--- src/rtl/race_pkg.sv ---
// rtl/race_pkg.sv - shared state encoding and colour constants for race_frame_ctrl
package race_pkg;

   typedef enum logic [2:0] {
      ST_IDLE      = 3'd0,
      ST_COUNTDOWN = 3'd1,
      ST_RUN       = 3'd2,
      ST_CRASH     = 3'd3,
      ST_OVER      = 3'd4,
      ST_PAUSE     = 3'd5
   } state_t;

   localparam logic [11:0] COL_WHITE = 12'hfff;
   localparam logic [11:0] COL_RED   = 12'hf00;
   localparam logic [11:0] COL_GREEN = 12'h0f0;

   localparam logic [1:0] COUNTDOWN_START = 2'd3;

endpackage

--- src/rtl/rise_edge.sv ---
// rtl/rise_edge.sv - registered rising-edge detector with one-cycle registered pulse
module rise_edge (
   input  logic clk,
   input  logic rst_n,
   input  logic d,
   output logic pulse
);

   logic q;
   logic armed;

   // armed stays low until the input is seen low, so a level held through reset never fires
   always_ff @(posedge clk or negedge rst_n) begin
      if (!rst_n) begin
         q     <= 1'b0;
         armed <= 1'b0;
         pulse <= 1'b0;
      end else begin
         q     <= d;
         armed <= armed | ~d;
         pulse <= d & ~q & armed;
      end
   end

endmodule

--- src/rtl/race_frame_ctrl.sv ---
// rtl/race_frame_ctrl.sv - per-frame game sequencer and track drawer configuration
// Optional PAUSE state and pause_in port enabled by RACE_PAUSE_EN.
module race_frame_ctrl
   import race_pkg::*;
#(
   parameter int COUNT_FRAMES  = 60,
   parameter int ACCEL_FRAMES  = 120,
   parameter int INIT_SPEED    = 1,
   parameter int MAX_SPEED     = 8,
   parameter int SCROLL_PERIOD = 64,
   parameter int CRASH_FRAMES  = 64
) (
   input  logic        pclk,
   input  logic        rst_n,
   input  logic        vblnk_in,
   input  logic        start_in,
   input  logic        crash_in,
`ifdef RACE_PAUSE_EN
   input  logic        pause_in,
`endif
   output logic        frame_tick,
   output logic [2:0]  game_state,
   output logic [1:0]  countdown,
   output logic [3:0]  speed,
   output logic [10:0] scroll_offset,
   output logic [11:0] border_rgb,
   output logic        markers_en
);

   state_t      state, next_state;
   logic        vblnk_rise, start_rise;
   logic        start_pend, crash_pend, pause_pend;
   logic [15:0] cnt, accel_cnt;
   logic [11:0] sum, sum_wrap;

   rise_edge u_vblnk (.clk(pclk), .rst_n(rst_n), .d(vblnk_in), .pulse(vblnk_rise));
   rise_edge u_start (.clk(pclk), .rst_n(rst_n), .d(start_in), .pulse(start_rise));

`ifdef RACE_PAUSE_EN
   logic pause_rise;
   rise_edge u_pause (.clk(pclk), .rst_n(rst_n), .d(pause_in), .pulse(pause_rise));

   always_ff @(posedge pclk or negedge rst_n) begin
      if (!rst_n) pause_pend <= 1'b0;
      else        pause_pend <= pause_rise | (pause_pend & ~frame_tick);
   end
`else
   assign pause_pend = 1'b0;
`endif

   // Events arriving in the tick cycle itself are kept for the following frame
   always_ff @(posedge pclk or negedge rst_n) begin
      if (!rst_n) begin
         frame_tick <= 1'b0;
         start_pend <= 1'b0;
         crash_pend <= 1'b0;
      end else begin
         frame_tick <= vblnk_rise;
         start_pend <= start_rise | (start_pend & ~frame_tick);
         crash_pend <= crash_in | (crash_pend & ~frame_tick);
      end
   end

   always_ff @(posedge pclk or negedge rst_n) begin
      if (!rst_n)          state <= ST_IDLE;
      else if (frame_tick) state <= next_state;
   end

   always_comb begin
      next_state = state;
      case (state)
         ST_IDLE:      if (start_pend) next_state = ST_COUNTDOWN;
         ST_COUNTDOWN: if (cnt == 16'(COUNT_FRAMES - 1) && countdown == 2'd0)
                          next_state = ST_RUN;
         ST_RUN:       if (crash_pend)      next_state = ST_CRASH;
                       else if (pause_pend) next_state = ST_PAUSE;
         ST_CRASH:     if (cnt == 16'(CRASH_FRAMES - 1)) next_state = ST_OVER;
         ST_OVER:      if (start_pend) next_state = ST_COUNTDOWN;
         ST_PAUSE:     if (pause_pend) next_state = ST_RUN;
         default:      next_state = ST_IDLE;
      endcase
   end

   always_comb begin
      border_rgb = COL_WHITE;
      markers_en = 1'b0;
      case (state)
         ST_RUN:   markers_en = 1'b1;
         ST_CRASH: border_rgb = cnt[3] ? COL_WHITE : COL_RED;
         ST_OVER:  border_rgb = COL_RED;
         ST_PAUSE: begin
            border_rgb = COL_GREEN;
            markers_en = 1'b1;
         end
         default: ;
      endcase
   end

   assign game_state = state;
   assign sum        = {1'b0, scroll_offset} + {8'd0, speed};
   assign sum_wrap   = (sum >= 12'(SCROLL_PERIOD)) ? sum - 12'(SCROLL_PERIOD) : sum;

   always_ff @(posedge pclk or negedge rst_n) begin
      if (!rst_n) begin
         cnt           <= '0;
         accel_cnt     <= '0;
         countdown     <= COUNTDOWN_START;
         speed         <= '0;
         scroll_offset <= '0;
      end else if (frame_tick) begin
         case (state)
            ST_IDLE, ST_OVER: if (start_pend) begin
               cnt           <= '0;
               countdown     <= COUNTDOWN_START;
               speed         <= '0;
               scroll_offset <= '0;
            end
            ST_COUNTDOWN: if (cnt == 16'(COUNT_FRAMES - 1)) begin
               cnt <= '0;
               if (countdown == 2'd0) begin
                  speed         <= 4'(INIT_SPEED);
                  scroll_offset <= '0;
                  accel_cnt     <= '0;
               end else begin
                  countdown <= countdown - 2'd1;
               end
            end else begin
               cnt <= cnt + 16'd1;
            end
            ST_RUN: if (next_state == ST_CRASH) begin
               speed <= '0;
               cnt   <= '0;
            end else if (next_state == ST_RUN) begin
               scroll_offset <= sum_wrap[10:0];
               if (accel_cnt == 16'(ACCEL_FRAMES - 1)) begin
                  accel_cnt <= '0;
                  if (speed < 4'(MAX_SPEED)) speed <= speed + 4'd1;
               end else begin
                  accel_cnt <= accel_cnt + 16'd1;
               end
            end
            ST_CRASH: cnt <= cnt + 16'd1;
            default: ;
         endcase
      end
   end

endmodule

--- config.mk ---
export PLATFORM = sky130hd
export DESIGN_NAME = race_frame_ctrl
export DESIGN_NICKNAME = d
export VERILOG_FILES = /design/src/rtl/race_pkg.sv /design/src/rtl/rise_edge.sv /design/src/rtl/race_frame_ctrl.sv
export SDC_FILE = /design/constraint.sdc
export NUM_CORES = 1
export LEC_CHECK = 0
export CAP_MARGIN = 40
export CORE_MARGIN = 3
export CORE_UTILIZATION = 30
export DETAILED_ROUTE_END_ITERATION = 12
export SYNTH_ARGS = -nofsm -noshare
export SYNTH_HDL_FRONTEND = slang
export SYNTH_HIERARCHICAL = 1
export SYNTH_SLANG_ARGS = --single-unit
--- constraint.sdc ---
create_clock -name pclk -period 4.6 [get_ports pclk]
set_input_delay 1.38 -clock pclk [delete_from_list [all_inputs] [get_ports pclk]]
set_output_delay 1.38 -clock pclk [all_outputs]
set_load 0.005 [all_outputs]
# Yosys cells after proc, flatten, opt, wreduce, memory -nomap -nowiden
# Cells that the tools add are included.
[totals]
elab_cells = 109
ff_bits = 61
[classes]
muxes = 37
n_addsub = 6
bitwise_logic = 15
eq_ne = 20
magnitude_cmp = 2
n_reduce_logical = 14
[op_table]
columns = ["operator", "count"]
rows = [
  ["2-to-1 mux 16 bit", 8],
  ["2-to-1 mux 11 bit", 6],
  ["one-hot mux 16 bit (4 select lines)", 1],
  ["one-hot mux 12 bit (3 select lines)", 1],
  ["one-hot mux 11 bit (3 select lines)", 1],
  ["adder 16 x 1 -> 16 bit, second input constant", 2],
  ["== test 16 x 6 -> 1 bit, second input constant", 2],
  ["one-hot mux 16 bit (2 select lines)", 1],
  ["2-to-1 mux 4 bit", 7],
  ["== test 16 x 7 -> 1 bit, second input constant", 1],
  ["one-hot mux 3 bit (5 select lines)", 1],
  ["adder 11 x 4 -> 12 bit", 1],
  ["== test 3 x 2 -> 1 bit, second input constant", 4],
  [">= comparator 12 x 7 -> 1 bit, second input constant", 1],
  ["2-to-1 mux 3 bit", 4],
  ["inequality test 2 bit, second input constant", 6],
  ["one-hot mux 4 bit (3 select lines)", 1],
  ["subtractor 11 x 7 -> 11 bit, second input constant", 1],
  ["inequality test 3 bit, second input constant", 3],
  ["2-to-1 mux 8 bit", 1],
  ["AND reduction 8 bit", 1],
  ["AND reduction 7 bit", 1],
  ["AND 1 bit", 6],
  ["== test 3 bit, second input constant", 2],
  ["other kinds (20)", 31],
]

# Longest topological paths before layout
# Gate-level depths: netlist of the first run.
[depth]
word_depth = 8
ltp_mapped = 12
depth_no_buf = 11

# By module
# Netlist of the first run, hierarchy kept.
[modules_own_cells]
columns = ["mod", "instances", "cells_per_inst", "area_each_um2"]
rows = [
  ["race_frame_ctrl", 1, 400, 3510.9],
  ["rise_edge", 2, 5, 90.1],
]

# Worst setup path before layout of the first run
# No wires, ideal clock.
[synth_path]
path_type = "register -> register"
start = "register speed[1]"
end = "register scroll_offset[6]"
setup_time_ns = 0.126
n_path_buf = 0
arrival_time_ns = 3.164
stages_incl_launch_ff = 12
path_slack_ns = 1.310
path_cell_list = "dfrtp_1 -> ha_1 -> a211o_1 -> a21oi_1 -> nor2_1 -> xnor2_1 -> ha_1 -> nor4b_1 -> o21ai_0 -> o311ai_1 -> nor4_1 -> a221o_1"
[synth_between]
elab_chain_cells = 6
[synth_lines]
columns = ["item", "line", "text"]
rows = [
  ["from (decl)", "race_frame_ctrl.sv:24", "output logic [3:0] speed,"],
  ["from (signal assigned)", "race_frame_ctrl.sv:121", "speed <= 4'(INIT_SPEED);"],
  ["from (signal assigned)", "race_frame_ctrl.sv:137", "if (speed < 4'(MAX_SPEED)) speed <= speed + 4'd1;"],
  ["adder 11 x 4 -> 12 bit (*)", "race_frame_ctrl.sv:100", "assign sum = {1'b0, scroll_offset} + {8'd0, speed};"],
  ["subtractor 11 x 7 -> 11 bit or >= comparator 12 x 7 -> 1 bit (tied branches)", "race_frame_ctrl.sv:101", "assign sum_wrap = (sum >= 12'(SCROLL_PERIOD)) ? sum - 12'(SCROLL_PERIOD) : sum;"],
  ["2-to-1 mux 11 bit (*)", "race_frame_ctrl.sv:101", ""],
  ["2-to-1 mux 11 bit (*)", "race_frame_ctrl.sv:133", "end else if (next_state == ST_RUN) begin"],
  ["2-to-1 mux 11 bit (*)", "race_frame_ctrl.sv:130", "ST_RUN: if (next_state == ST_CRASH) begin"],
  ["one-hot mux 11 bit (3 select lines) (*)", "race_frame_ctrl.sv:111", "case (state)"],
  ["to (signal assigned)", "race_frame_ctrl.sv:134", "scroll_offset <= sum_wrap[10:0];"],
  ["to (decl)", "race_frame_ctrl.sv:25", "output logic [10:0] scroll_offset,"],
]
# Every way passes the cells marked *; elsewhere a longest branch is shown, timed or not. The select of a mux whose other input is x is not followed.
# A chain may end at the register's enable or synchronous reset.

# Final worst setup path of the first run
[layout_path]
start = "register state[2], in the netlist game_state[2]"
end = "output border_rgb[6]"
[layout_between]
elab_chain_cells = 2
[layout_lines]
columns = ["item", "line", "text"]
rows = [
  ["from (decl)", "race_frame_ctrl.sv:30", "state_t state, next_state;"],
  ["from (signal assigned)", "race_frame_ctrl.sv:66", "else if (frame_tick) state <= next_state;"],
  ["== test 3 bit or == test 3 x 2 -> 1 bit (tied branches)", "race_frame_ctrl.sv:87", "case (state)"],
  ["one-hot mux 12 bit (3 select lines) (*)", "race_frame_ctrl.sv:87", ""],
  ["to (decl)", "race_frame_ctrl.sv:26", "output logic [11:0] border_rgb,"],
]
# Every way passes the cells marked *; elsewhere a longest branch is shown, timed or not.

==> results of run 1 <==
Yosys cell counts (3+ instances only):
cell / n / share of area (%)
inv_1: 14 / 1.4
o41ai_1: 4 / 0.95
xnor2_1: 10 / 2.4
nor4_1: 10 / 1.7
or2_2: 3 / 0.51
mux2i_1: 3 / 0.81
ha_1: 10 / 3.4
buf_4: 9 / 1.8
dfrtp_1: 59 / 40
nor3_1: 10 / 1.4
or3_1: 4 / 0.68
o21ai_0: 45 / 6.1
nand2_1: 38 / 3.9
o31ai_1: 13 / 2.6
a21oi_1: 15 / 2.0
nand3_1: 20 / 2.7
a22o_1: 4 / 0.95
o211ai_1: 4 / 0.81
nand4_1: 9 / 1.5
clkbuf_1: 13 / 1.3
nand2b_1: 5 / 0.85
a21o_1: 3 / 0.61
and3_1: 9 / 1.5
nor2b_1: 5 / 0.85
xor2_1: 4 / 0.95
or4_1: 3 / 0.61
nor2_1: 32 / 3.3
kinds of logic after synthesis:
logic type,Yosys count,synth area share [%]
mux,5,1.424
compound gates,117,20.88
fa+ha+maj,11,3.932
simple gates,163,23.69
buf+inv,39,5.322
flops,61,41.42
xor+xnor,14,3.322
power by group:
group | switching (mW) | leakage [nW] | internal, mW
clock | 0.249 | 0.154 | 0.503
combinational | 0.0766 | 0.865 | 0.0723
sequential | 0.0391 | 0.809 | 0.577
per-stage QoR:
stage                     setup slack [ns]  cells  area [sq um]  power, mW  hold WS (ns)
after floorplan                      1.310    410          3691     0.7043        0.3312
after global placement              0.9829    568          4116     0.7708        0.3335
after detailed placement             1.163    570          4141     0.7768        0.3412
after CTS                           0.7704    586          4477      1.539        0.3535
after global routing                0.5792    586          4477      1.594        0.3675
final                               0.7388    586          4477      1.517        0.3494
layout by cell type (no fill, tap or decap), types with 5 or more instances in the layout:
master and count:
clkbuf_16 9, o31ai_1 13, ha_1 10, nor2b_1 5, o21ai_0 45, clkdlybuf4s50_1 37
nand2_1 38, and3_1 9, nor3_1 10, a21oi_1 15, dfrtp_1 59, nor2_1 32
nand2b_1 5, nand3_1 20, inv_1 14, nor4_1 10, xnor2_1 10, nand4_1 9
area by class of cell:
type | count | share of cell area (%)
multi-input combinational | 310 | 43.91
sequential | 61 | 34.15
timing repair buffer | 42 | 9.279
clock buffer | 11 | 5.646
tap | 143 | 3.997
clock inverter | 5 | 1.845
inverter | 14 | 1.174
worst max-delay path, cell delays in order (launching register included):
cell and delay (ns):
dfrtp_1 0.57, inv_1 0.11, nand2_1 0.20, nor2_1 0.06
mux2i_1 0.43, a31o_2 0.25, clkdlybuf4s50_1 0.52
how the worst max path moves through the flow:
stage,cells past startpoint,start,end
6_report,6,game_state[2],border_rgb[6]
5_1_grt,6,game_state[2],border_rgb[6]
4_1_cts,6,game_state[2],border_rgb[6]
3_5_place_dp,6,game_state[2],border_rgb[6]
3_3_place_gp,11,speed[1],scroll_offset[7]
2_1_floorplan,11,speed[1],scroll_offset[6]
metal layers:
| layer | wire [um] | vias up | global-route usage, % |
|---|---|---|---|
| li1 | - | 1572 | - |
| met1 | 4393 | 1518 | 19.74 |
| met2 | 3989 | 74 | 20.82 |
| met3 | 394 | 6 | 3.856 |
| met4 | 102 | 0 | 4.511 |
| met5 | 0 | - | 0 |
state kept, by name, summed over array words and instances, names as in the netlist:
register,flops
accel_cnt,16
cnt,16
countdown,2
crash_pend,1
frame_tick,1
game_state,3
scroll_offset,11
speed,4
start_pend,1
u_start/armed,1
u_start/pulse,1
u_start/q,1
u_vblnk/armed,1
u_vblnk/pulse,1
u_vblnk/q,1
==> flow_metrics.env, run 1 <==
export IMPL_drc=0
export IMPL_skew_ns=0.01253
export IMPL_nNetsFinal=454
export IMPL_arrival_ns=2.48
export IMPL_r2r_end="scroll_offset[6]"
export IMPL_cts_tree="yes"
export IMPL_fillers=1181
export IMPL_power_density_nw_per_um2=338.9
export IMPL_drive_gt1_share_pct=8.804
export IMPL_regArea_sq_um=1529
export IMPL_r2r_start="speed[1]"
export IMPL_worst_slew_pin_transition_ns=0.8899
export IMPL_p_leak_nw=1.828
export IMPL_antenna_found_initial=0
export IMPL_core_area_sq_um=11710
export IMPL_insertion_delay_ns=0.33
export IMPL_htreeDepth=3
export IMPL_finalCriticalPeriod_ns=3.861
export IMPL_holdPathEnd="frame_tick"
export IMPL_setup_violations=0
export IMPL_r2r_slack_ns=1.21
export IMPL_synth_area_sq_um=3691
export IMPL_vias_per_cell=5.410
export IMPL_finalCritPeriodShare_pct=83.94
export IMPL_via_count=3170
export IMPL_synthesis_nets=426
export IMPL_status="complete, no violations"
export IMPL_fmax_mhz=259.0
export IMPL_synth_seq_area_share_pct=41.42
export IMPL_post_cts_buffers=0
export IMPL_rsz0062_at_grt="false"
export IMPL_cts_root_buf="clkbuf_16"
export IMPL_syn_inst=410
export IMPL_n_antenna_cell=0
export IMPL_path_max_fanout=12
export IMPL_die_area_sq_um=13670
export IMPL_cts_buffers=9
export IMPL_max_vdd_ir_drop_mv=0.1762
export IMPL_maxSlewViolCount=0
export IMPL_slew_headroom_pct=40.52
export IMPL_hpwl_mm=6.336
export IMPL_ys_types=66
export IMPL_holdBufCountCts=0
export IMPL_avgSynthCellArea_sq_um=9.003
export IMPL_utilization_pct=38.23
export IMPL_grt_pass1_vias=3135
export IMPL_worst_ep_required_time_ns=3.22
export IMPL_wl_mm=8.879
export IMPL_grt_total_usage_pct=13.99
export IMPL_grt_remaining_overflow=0
export IMPL_num_io_pins=39
export IMPL_synth_seq_cells=61
export IMPL_grt_pass1_wl_mm=15.30
export IMPL_die_x_um=116.9
export IMPL_drv_cap=0
export IMPL_end_kind="output pin"
export IMPL_setup_tns_ns=0
export IMPL_dr_first_iter_drc_count=182
export IMPL_synth_flop_cell="dfrtp_1"
export IMPL_area_growth_pct=21.29
export IMPL_final_antenna_net_count=0
export IMPL_hold_depth=0
export IMPL_synth_edf_count=0
export IMPL_synthArstFlopShare_pct=100.0
export IMPL_clk_pin_slew_worst_paths_ns=0.06
export IMPL_critPathKind="reg -> out"
export IMPL_drt_first_pass_iters=4
export IMPL_reg2reg_depth=12
export IMPL_cts_buffer_depth=2
export IMPL_hold_violations=0
export IMPL_ys_warnings_count=6
export IMPL_routedWlPerCell_um=15.15
export IMPL_multi_input_area_sq_um=1966
export IMPL_grt_max_degree=36
export IMPL_numPortBuffers=38
export IMPL_rows=39
export IMPL_start_util_pct=31.52
export IMPL_clock_sinks=61
export IMPL_min_path_type="reg -> reg"
export IMPL_ctsResizeCount=0
export IMPL_gp_congestion=0.8427
export IMPL_startpoint_type="register"
export IMPL_chipHeight_um=116.9
export IMPL_min_from="u_vblnk/pulse"
No activity file was read; power rests on OpenSTA's default activity.
==> inputs of run 2 (changes only) <==
- clock period: 4.6 -> 3.9 ns (I/O delays scaled with it)
==> flow_metrics.env, run 2 (synthesized netlist as in run 1, its figures left out) <==
export IMPL_skew_ns=0.007595
export IMPL_worst_ep_required_time_ns=2.73
export IMPL_die_x_um=116.9
export IMPL_cts_buffers=9
export IMPL_drc=0
export IMPL_holdBufCountCts=0
export IMPL_path_max_fanout=13
export IMPL_final_antenna_net_count=0
export IMPL_ctsResizeCount=0
export IMPL_die_area_sq_um=13670
export IMPL_grt_pass1_vias=3116
export IMPL_critPathKind="reg -> out"
export IMPL_arrival_ns=2.35
export IMPL_min_path_type="reg -> reg"
export IMPL_drt_first_pass_iters=7
export IMPL_grt_remaining_overflow=0
export IMPL_grt_pass1_wl_mm=15.44
export IMPL_startpoint_type="register"
export IMPL_setup_tns_ns=0
export IMPL_gp_congestion=0.8784
export IMPL_drv_cap=0
export IMPL_dr_first_iter_drc_count=179
export IMPL_reg_largest_list="accel_cnt: 16 flops, cnt: 16 flops, scroll_offset: 11 flops"
export IMPL_grt_max_degree=33
export IMPL_status="complete, no violations"
export IMPL_drive_gt1_share_pct=9.620
export IMPL_most_common_layout_cells="dfrtp_1, o21ai_0, nand2_1"
export IMPL_slew_headroom_pct=49.63
export IMPL_finalCriticalPeriod_ns=3.515
export IMPL_hold_violations=0
export IMPL_power_density_nw_per_um2=385.4
export IMPL_cpPeakStageDelay_ns=0.52
export IMPL_max_vdd_ir_drop_mv=0.2000
export IMPL_setup_violations=0
export IMPL_maxSlewViolCount=0
export IMPL_insertion_delay_ns=0.33
export IMPL_slowest_stage="dfrtp_1"
export IMPL_numPortBuffers=38
export IMPL_wl_mm=9.244
export IMPL_chipHeight_um=116.9
export IMPL_htreeDepth=3
export IMPL_routedWlPerCell_um=15.67
export IMPL_nNetsFinal=458
export IMPL_num_io_pins=39
export IMPL_clk_pin_slew_worst_paths_ns=0.05
export IMPL_cts_buffer_depth=2
export IMPL_whs_ns=0.3475
export IMPL_fmax_mhz=284.5
export IMPL_cts_root_buf="clkbuf_16"
export IMPL_via_count=3234
export IMPL_layout_commonest_cell="dfrtp_1"
export IMPL_antenna_found_initial=0
export IMPL_clock_sinks=61
export IMPL_core_area_sq_um=11710
export IMPL_hpwl_mm=6.461
export IMPL_finalCritPeriodShare_pct=90.14
export IMPL_start_util_pct=31.52
export IMPL_vias_per_cell=5.481
export IMPL_p_leak_nw=1.854
export IMPL_grt_total_usage_pct=14.29
export IMPL_worst_slew_pin_transition_ns=0.7555
export IMPL_cts_tree="yes"
export IMPL_n_antenna_cell=0
export IMPL_post_cts_buffers=0
export IMPL_end_kind="output pin"
export IMPL_crit_chain="nand2_1 -> nor2_1 -> mux2i_1 -> a31o_2 -> clkdlybuf4s50_1"
export IMPL_rsz0062_at_grt="false"
export IMPL_rows=39
export IMPL_area_growth_pct=21.53
run 2: cell type report:
type	count	area, sq um
inverters	14	52.55
well taps	143	178.9
clock buffers	12	266.5
flip-flops and latches	61	1529
multi-input cells	310	1966
repair buffers	46	447.9
fillers	1176	7226
clock inverters	4	45.04
run 2: path summary, 6_finish.rpt:
check                              start                to  slack (ns)  cells past startpoint
max                        game_state[0]     border_rgb[6]        0.38                      5
max reg2reg                     speed[1]  scroll_offset[7]        0.63                     12
min in group asynchronous          rst_n           cnt[12]        0.70                      1
min reg2reg                u_vblnk/pulse        frame_tick        0.35                      0
min                        u_vblnk/pulse        frame_tick        0.35                      0
max in group asynchronous          rst_n      accel_cnt[0]        2.48                      3
run 2: routing by layer:
layer / routed length, um / global-route usage [%] / vias to the layer above
met5: 0 / 0 / -
met4: 142 / 4.893 / 0
met3: 385 / 3.239 / 14
met2: 4097 / 21.84 / 73
met1: 4618 / 20.01 / 1568
li1: - / - / 1579
run 2: critical path: cells and delay by family (launching register included):
kind	cells	cell delay, ns
AO/OA/AOI/OAI	1	0.24
buffers and inverters	1	0.52
flip-flops	1	0.52
multiplexers	1	0.41
AND/OR/NAND/NOR	2	0.32
run 2: through the flow:
stage                     util (%)  worst slack [ns]  instance area (sq um)  total power, mW  cells
after floorplan                  -            0.6100                   3691           0.8308    410
after global placement       35.47            0.7249                   4154           0.9127    573
after detailed placement     35.64            0.6273                   4174           0.9194    574
after CTS                    38.30            0.3736                   4486            1.753    590
after global routing         38.30            0.2320                   4486            1.813    590
final                        38.30            0.3847                   4486            1.729    590
run 2: report_power, final:
part	total, mW	switching, mW	internal (mW)
Sequential	0.728	0.0472	0.681
Clock	0.820	0.277	0.543
Combinational	0.181	0.0946	0.0868
==> inputs of run 3 (changes only) <==
- CORE_UTILIZATION: 30 -> 45
- PLACE_DENSITY: unset -> 0.66
==> flow_metrics.env, run 3 (synthesized netlist as in run 1, its figures left out) <==
export IMPL_clock_sinks=61
export IMPL_maxSlewViolCount=0
export IMPL_n_antenna_cell=0
export IMPL_hpwl_mm=6.059
export IMPL_grt_total_usage_pct=20.16
export IMPL_startpoint_type="register"
export IMPL_rows=32
export IMPL_clk_pin_slew_worst_paths_ns=0.07
export IMPL_cts_buffers=9
export IMPL_layout_commonest_cell="dfrtp_1"
export IMPL_dp_slack_ns=0.6066
export IMPL_min_path_type="reg -> reg"
export IMPL_worst_ep_required_time_ns=2.73
export IMPL_drive_gt1_share_pct=8.520
export IMPL_max_vdd_ir_drop_mv=0.2694
export IMPL_p_total_mw=1.477
export IMPL_wl_mm=8.591
export IMPL_min_from="u_vblnk/pulse"
export IMPL_dr_first_iter_drc_count=132
export IMPL_finalWorstSetupSlack_ns=0.3738
export IMPL_ctsResizeCount=0
export IMPL_gp_congestion=0.8642
export IMPL_finalCritPeriodShare_pct=90.42
export IMPL_fin_cells=548
export IMPL_p_leak_nw=1.788
export IMPL_cts_buffer_depth=2
export IMPL_fmax_mhz=283.6
export IMPL_num_io_pins=39
export IMPL_insertion_delay_ns=0.34
export IMPL_cts_tree="yes"
export IMPL_skew_ns=0.01269
export IMPL_drv_cap=0
export IMPL_post_cts_buffers=0
export IMPL_r2r_start="speed[1]"
export IMPL_setup_tns_ns=0
export IMPL_r2r_end="scroll_offset[7]"
export IMPL_chipHeight_um=96.57
export IMPL_start_util_pct=47.03
export IMPL_htreeDepth=3
export IMPL_r2r_slack_ns=0.55
export IMPL_numPortBuffers=38
export IMPL_hold_depth=0
export IMPL_via_count=3195
export IMPL_grt_max_degree=31
export IMPL_critPathKind="reg -> out"
export IMPL_drt_first_pass_iters=4
export IMPL_most_common_layout_cells="dfrtp_1, o21ai_0, nand2_1"
export IMPL_nNetsFinal=457
export IMPL_grt_pass1_wl_mm=14.57
export IMPL_arrival_ns=2.36
export IMPL_final_antenna_net_count=0
export IMPL_worst_slew_pin_transition_ns=0.7732
export IMPL_status="complete, no violations"
export IMPL_grt_pass1_vias=3018
export IMPL_grt_remaining_overflow=0
export IMPL_area_growth_pct=16.81
export IMPL_holdBufCountCts=0
export IMPL_slew_headroom_pct=48.44
export IMPL_antenna_found_initial=0
export IMPL_utilization_pct=54.94
export IMPL_reg2reg_depth=12
export IMPL_finalCriticalPeriod_ns=3.526
export IMPL_dp_cells=532
export IMPL_power_density_nw_per_um2=342.6
export IMPL_drc=0
export IMPL_hold_violations=0
export IMPL_vias_per_cell=5.830
export IMPL_routedWlPerCell_um=15.68
export IMPL_end_kind="output pin"
export IMPL_rsz0062_at_grt="false"
export IMPL_die_x_um=96.57
export IMPL_die_area_sq_um=9325
export IMPL_setup_violations=0
export IMPL_reg_largest_list="accel_cnt: 16 flops, cnt: 16 flops, scroll_offset: 11 flops"
export IMPL_cts_root_buf="clkbuf_8"
export IMPL_holdPathEnd="frame_tick"
export IMPL_path_max_fanout=12
export IMPL_core_area_sq_um=7848
-- run 3: cell types whose count changed in the layout (fill, tap and decap cells not counted) --
cell / previous run / this run
buf_4: 7 / 6
clkbuf_16: 9 / 0
clkbuf_1: 0 / 4
clkbuf_8: 3 / 11
clkinv_2: 3 / 0
-- run 3: through the flow --
stage          instance area [sq um]  hold slack (ns)
2_1_floorplan                   3691           0.3312
3_3_place_gp                    4095           0.3332
3_5_place_dp                    4115           0.3355
4_1_cts                         4312           0.3498
5_1_grt                         4312           0.3598
6_report                        4312           0.3497
-- run 3: critical path, stage by stage (launching register included) --
cell             delay (ns)
dfrtp_1                0.59
inv_1                  0.11
nand2_1                0.21
nor2_1                 0.06
mux2i_1                0.33
a31o_2                 0.21
clkdlybuf4s50_1        0.52
-- run 3: routing by layer --
metal  track usage (%)  share of wire [%]  up-vias  wire length, um
met5                 0                  0        -                0
met4             8.995                1.9        0              163
met3             4.183                3.4       14              295
met2             30.80                 47       55             4062
met1             27.57                 47     1547             4069
li1                  -                  -     1579                -
-- run 3: worst max path at each step --
stage | start | to | slack [ns]
final | game_state[2] | border_rgb[4] | 0.37
after global routing | game_state[2] | border_rgb[4] | 0.15
after CTS | game_state[2] | border_rgb[4] | 0.32
after detailed placement | speed[1] | scroll_offset[7] | 0.61
after global placement | game_state[2] | border_rgb[6] | 0.73
after floorplan | speed[1] | scroll_offset[6] | 0.61
-- run 3: cell type report --
cell class                      count  area [sq um]
Timing Repair Buffer               45         440.4
Sequential cell                    61          1529
Clock inverter                      1         30.03
Inverter                           14         52.55
Multi-Input combinational cell    310          1966
Clock buffer                       15         166.4
Tap cell                          102         127.6
Fill cell                         762          3536
-- run 3: where the power goes --
| group | total (mW) | switching [mW] | internal, mW |
|---|---|---|---|
| sequential | 0.727 | 0.0474 | 0.680 |
| clock | 0.575 | 0.243 | 0.332 |
| combinational | 0.175 | 0.0894 | 0.0856 |
